--- config.mk ---
export PLATFORM = sky130hd
export DESIGN_NAME = instr_halfword_queue_flat
export DESIGN_NICKNAME = d
export VERILOG_FILES = /design/src/rtl/femto_ifq_pkg.sv /design/src/rtl/instr_halfword_queue_if.sv /design/src/rtl/instr_halfword_queue.sv /design/src/flat_wrapper.sv
export SDC_FILE = /design/constraint.sdc
export NUM_CORES = 1
export LEC_CHECK = 0
export ABC_AREA = 1
export CAP_MARGIN = 25
export CORE_MARGIN = 4
export CORE_UTILIZATION = 45
export CTS_BUF_LIST = sky130_fd_sc_hd__clkbuf_4 sky130_fd_sc_hd__clkbuf_8 sky130_fd_sc_hd__clkbuf_16
export CTS_CLUSTER_SIZE = 16
export DETAILED_ROUTE_END_ITERATION = 16
export GPL_TIMING_DRIVEN = 0
export PLACE_DENSITY = 0.65
export SYNTH_ARGS = -nofsm -noshare
export SYNTH_HDL_FRONTEND = slang
export SYNTH_SLANG_ARGS = --single-unit
--- constraint.sdc ---
create_clock -name clk -period 3.7 [get_ports clk]
set_input_delay 0.555 -clock clk [delete_from_list [all_inputs] [get_ports clk]]
set_output_delay 0.555 -clock clk [all_outputs]
set_load 0.02 [all_outputs]
--- src/rtl/femto_ifq_pkg.sv ---
// femto_ifq_pkg: shared types and helpers for the femto instruction fetch queue
package femto_ifq_pkg;
    typedef logic [15:0] hword_t;
    localparam int ILEN_HW_MAX = 2;
    function automatic logic is_rvc(hword_t h);
        return h[1:0] != 2'b11;
    endfunction
endpackage

--- src/rtl/instr_halfword_queue_if.sv ---
// instr_halfword_queue_if: fetch-side and decode-side handshake of the halfword queue
interface instr_halfword_queue_if #(
    parameter int IN_HW    = 2,
    parameter int DEPTH_HW = 8
);
    localparam int CNT_W = $clog2(DEPTH_HW + 1);
    localparam int FW    = (IN_HW > 1) ? $clog2(IN_HW) : 1;
    logic                  in_valid;
    logic                  in_ready;
    logic [16*IN_HW-1:0]   in_data;
    logic [FW-1:0]         in_first;
    logic                  out_valid;
    logic                  out_is16;
    logic [31:0]           out_data;
    logic                  out_pop;
    logic [CNT_W-1:0]      filled_hw;
    logic [CNT_W-1:0]      vacant_hw;
    modport master (
        output in_valid, in_data, in_first, out_pop,
        input  in_ready, out_valid, out_is16, out_data, filled_hw, vacant_hw
    );
    modport slave (
        input  in_valid, in_data, in_first, out_pop,
        output in_ready, out_valid, out_is16, out_data, filled_hw, vacant_hw
    );
endinterface

--- src/rtl/instr_halfword_queue.sv ---
// instr_halfword_queue: halfword-granular instruction prefetch queue feeding the decoder
module instr_halfword_queue
    import femto_ifq_pkg::*;
#(
    parameter int IN_HW    = 2,
    parameter int DEPTH_HW = 8
) (
    input logic                   clk,
    input logic                   rstn,
    input logic                   clr,
    instr_halfword_queue_if.slave q
);
    localparam int CNT_W = $clog2(DEPTH_HW + 1);
    localparam int PW    = $clog2(DEPTH_HW);
    hword_t           mem [DEPTH_HW];
    logic [PW-1:0]    rd_ptr, wr_ptr;
    logic [CNT_W-1:0] count, n_push, n_pop;
    hword_t           h0, h1;
    logic             push, pop;
    always_comb begin
        h0 = mem[rd_ptr];
        h1 = mem[rd_ptr + PW'(1)];
        q.filled_hw = count;
        q.vacant_hw = CNT_W'(DEPTH_HW) - count;
        q.in_ready = q.vacant_hw >= CNT_W'(IN_HW);
        q.out_is16 = (count != '0) && is_rvc(h0);
        q.out_valid = q.out_is16 || (count >= CNT_W'(2));
        q.out_data = {count >= CNT_W'(2) ? h1 : 16'h0, count != '0 ? h0 : 16'h0};
        push = q.in_valid && q.in_ready && !clr;
        pop = q.out_pop && q.out_valid && !clr;
        n_push = push ? CNT_W'(IN_HW) - CNT_W'(q.in_first) : '0;
        n_pop = !pop ? '0 : q.out_is16 ? CNT_W'(1) : CNT_W'(ILEN_HW_MAX);
    end
    always_ff @(posedge clk) begin
        if (!rstn || clr) begin
            rd_ptr <= '0;
            wr_ptr <= '0;
            count  <= '0;
        end else begin
            rd_ptr <= rd_ptr + PW'(n_pop);
            wr_ptr <= wr_ptr + PW'(n_push);
            count  <= count + n_push - n_pop;
        end
    end
    // halfwords below in_first are skipped; the rest pack contiguously from wr_ptr
    always_ff @(posedge clk) begin
        if (rstn && push)
            for (int i = 0; i < IN_HW; i++)
                if (i >= int'(q.in_first))
                    mem[wr_ptr + PW'(i - int'(q.in_first))] <= q.in_data[16*i +: 16];
    end
endmodule

--- src/flat_wrapper.sv ---
// flat-port wrapper written by rule: the top's interface ports become plain ports
module instr_halfword_queue_flat import femto_ifq_pkg::*;
#(
    parameter int IN_HW    = 2,
    parameter int DEPTH_HW = 8
)
  (clk, rstn, clr, q_in_valid, q_in_data, q_in_first, q_out_pop, q_in_ready, q_out_valid, q_out_is16, q_out_data, q_filled_hw, q_vacant_hw);
  instr_halfword_queue_if #(.IN_HW(IN_HW), .DEPTH_HW(DEPTH_HW)) q_i ();
  input logic clk;
  input logic rstn;
  input logic clr;
  input wire logic [$bits(q_i.in_valid)-1:0] q_in_valid;
  input wire logic [$bits(q_i.in_data)-1:0] q_in_data;
  input wire logic [$bits(q_i.in_first)-1:0] q_in_first;
  input wire logic [$bits(q_i.out_pop)-1:0] q_out_pop;
  output wire logic [$bits(q_i.in_ready)-1:0] q_in_ready;
  output wire logic [$bits(q_i.out_valid)-1:0] q_out_valid;
  output wire logic [$bits(q_i.out_is16)-1:0] q_out_is16;
  output wire logic [$bits(q_i.out_data)-1:0] q_out_data;
  output wire logic [$bits(q_i.filled_hw)-1:0] q_filled_hw;
  output wire logic [$bits(q_i.vacant_hw)-1:0] q_vacant_hw;
  assign q_i.in_valid = q_in_valid;
  assign q_i.in_data = q_in_data;
  assign q_i.in_first = q_in_first;
  assign q_i.out_pop = q_out_pop;
  assign q_in_ready = q_i.in_ready;
  assign q_out_valid = q_i.out_valid;
  assign q_out_is16 = q_i.out_is16;
  assign q_out_data = q_i.out_data;
  assign q_filled_hw = q_i.filled_hw;
  assign q_vacant_hw = q_i.vacant_hw;
  instr_halfword_queue #(.IN_HW(IN_HW), .DEPTH_HW(DEPTH_HW)) u_core (.clk(clk), .rstn(rstn), .clr(clr), .q(q_i));
endmodule
==> metrics.txt <==
status finished, final reports clean; post-route cell area 10,500 µm²; largest net degree at the start of global routing 17; initial core utilization 46.4%; RSZ-0062 raised after global routing false; DRT Pass-1 Iters 8; list of most frequent post-synthesis cells 190 x nand2_1, 135 x o21ai_0, 128 x edfxtp_1, 128 x o21ai_1, 111 x inv_1; crit path kind flop to output pin; CP Buf/Inv Count 2; H-tree Lvls 4; Internal Power 3.60 mW; DRC viols 0; Num CTS Buffers 17; CP cell instances ha_1 -> xnor2_2 -> clkbuf_2 -> a21oi_1 -> nor3_1 -> clkdlybuf4s50_1; Synth top area share 43.7%; worst slew pin tran 0.920 ns; cell taking the most area after synthesis edfxtp_1; HPWL after DPL 23,300 µm; Place WS -0.0201 ns; Post-Syn Nets 1,137; Post-Syn Area 8790 µm²; max-cap viol count 0; sequential share of power 32.0%; chip height 148 µm; clock net sink count 138; synth warn 0; Placed Area 9850 µm²; Yosys reg bits 138; Initial DRC Count 1,083; Critical Path Max Stage Delay 0.69 ns; filler cell count in the final layout 1,743; critical path fanouts, max 10; DIE AREA 21,800 µm²; ANT nets after route 0; Net Sw Frac 35.8%; Avg WL per Cell 21.3 µm; post-CTS sizing 10; CTS Hold Bufs 0; vias per std cell 5.78; via count 8,320; clk_skew 0.00842 ns; Max-slew headroom 38.6%; nets@finish 1,225; CTS tree built; HP Start q_in_data[13]; clock slew at reported path FFs 0.06 ns; Area Overhead vs Synth 19.1%; Synth area leaders edfxtp_1 44%, nand2_1 8.1%, o21ai_0 7.7%, o21ai_1 7.3%, a21oi_1 6.3%; CP Capture Type output pin; clock share of power 30.4%; post-route setup slack 0.0236 ns; clk buf depth 2; CP max-delay cell clkdlybuf4s50_1; Psw 2.01 mW; core area 19,000 µm²; WP data required 3.14 ns; worst setup path startpoint u_core.rd_ptr[0]; most frequent cell after synthesis nand2_1; WHS 0.559 ns; die width 148 µm; cell family with most CP delay buffers and inverters; Period minus WS final 3.68 ns; R2R Setup Slk 0.42 ns; CTS Root Cell clkbuf_16; Distinct cells, synth 30; number of I/O port buffers 64; vias in the first global route 7,743; Tot Pwr 5.61 mW; sequential-to-total area share from yosys stat 46.0%; Post-Route WL 30,700 µm; initial antenna violation count 0; LEAKAGE 4.36 nW; Fin. Hold Viols 0; I/O pin cnt 81; Arrival @ worst endpoint 3.12 ns; layout cell share with drive strength beyond 1 11.4%; post-CTS setup buffers 0; commonest register cell after synthesis edfxtp_1; final period utilization 99.4%; post-synthesis cell count 1,080; fmax 272 MHz; async set-reset flop share out of synthesis 0%; worst hold path class input port to flop; worst vdd ir 0.396 mV; Rows 50; Avg Inst Size Synth 8.14 µm²; GRT Overall Usage 27.8%; ANT cells 0; fin. max-slew vios 0; crit start category flop; Post-synth EDFFs 128; Clk Latency, worst-skew pair 0.43 ns; final setup fails 0; GR Overflow Total 0; first-pass GRT wire length 46,100 µm; PD cells 536 nW/µm²; R2R Path Start u_core.q.filled_hw[1]; Combinational Power Share 37.6%; GP Congestion 0.984
## power by group through the flow
stage / logic (mW) / registers (mW) / clock network (mW)
2_1_floorplan: 1.16 / 1.83 / 0
3_3_place_gp: 2.05 / 1.83 / 0
3_5_place_dp: 2.06 / 1.83 / 0
4_1_cts: 2.08 / 1.79 / 1.71
5_1_grt: 2.24 / 1.80 / 1.78
6_report: 2.11 / 1.80 / 1.71
## cells in the final DEF, fill, tap and decap left out, types with 11 or more instances in the layout
cell             count
clkbuf_16           17
edfxtp_1           128
nor3_1              13
ha_1                16
a21oi_1            110
o21ai_2             15
buf_2               29
clkbuf_2            11
clkbuf_1            15
clkdlybuf4s50_1     62
inv_1              111
nand2_1            190
o21ai_1            131
o211ai_1            14
nand3_1             16
a31oi_1             14
buf_6               23
nor2_1              65
o21ai_0            126
## state kept, by name, summed over array words and instances (netlist names)
| name | count |
|---|---|
| u_core.mem | 128 |
| u_core.q.filled_hw | 4 |
| u_core.rd_ptr | 3 |
| u_core.wr_ptr | 3 |
## final cells by class
class                   instances  area (µm²)  area share [%]
flip-flops and latches        138        4050            38.6
clock inverters                14         155            1.48
inverters                     112         420            4.01
plain buffers                  88         581            5.54
multi-input cells             741        3800            36.3
repair buffers                 70         717            6.85
clock buffers                  17         425            4.06
well taps                     260         325            3.11
## routing by layer
metal | part of all wire [%] | track usage, % | wire, µm
met1 | 43 | 40.8 | 13200
met2 | 44 | 42.1 | 13600
met3 | 10 | 5.00 | 3220
met4 | 2.2 | 8.62 | 685
met5 | 0 | 0 | 0
## final timing paths
check / endpoint / cells past startpoint
max: q_out_data[28] / 6
min: u_core.mem[0][13] / 3
min reg2reg: u_core.wr_ptr[2] / 3
max reg2reg: u_core.q.filled_hw[3] / 20
## through the flow
step / TNS [ns] / util, % / instances
2_1_floorplan: 0 / - / 1080
4_1_cts: 0 / 55.1 / 1440
3_3_place_gp: -105.09 / 51.5 / 1404
6_report: 0 / 55.2 / 1440
3_5_place_dp: -0.0201 / 52.0 / 1410
5_1_grt: 0 / 55.2 / 1440
## kinds of logic after synthesis
kind of cell / Yosys count / share of synthesized area (%)
compound gates: 414 / 24.7
xor+xnor: 8 / 0.797
fa+ha+maj: 19 / 2.96
buf+inv: 201 / 11.2
flops: 138 / 46.0
simple gates: 300 / 14.3
## worst reg2reg max path: stages, from the launching register on
cell,delay [ns]
dfxtp_1,0.43
inv_1,0.11
ha_1,0.30
or2_2,0.29
nor2_1,0.15
nand2_2,0.11
nand2_4,0.11
nor2_1,0.11
inv_1,0.08
nand3_1,0.07
nand2_1,0.07
inv_1,0.04
ha_1,0.17
inv_1,0.05
nand2_1,0.05
ha_1,0.31
nand2_1,0.07
nor2_1,0.04
a211oi_1,0.40
o21ai_0,0.13
a21oi_1,0.11
Power figures use the tool's default switching activity.
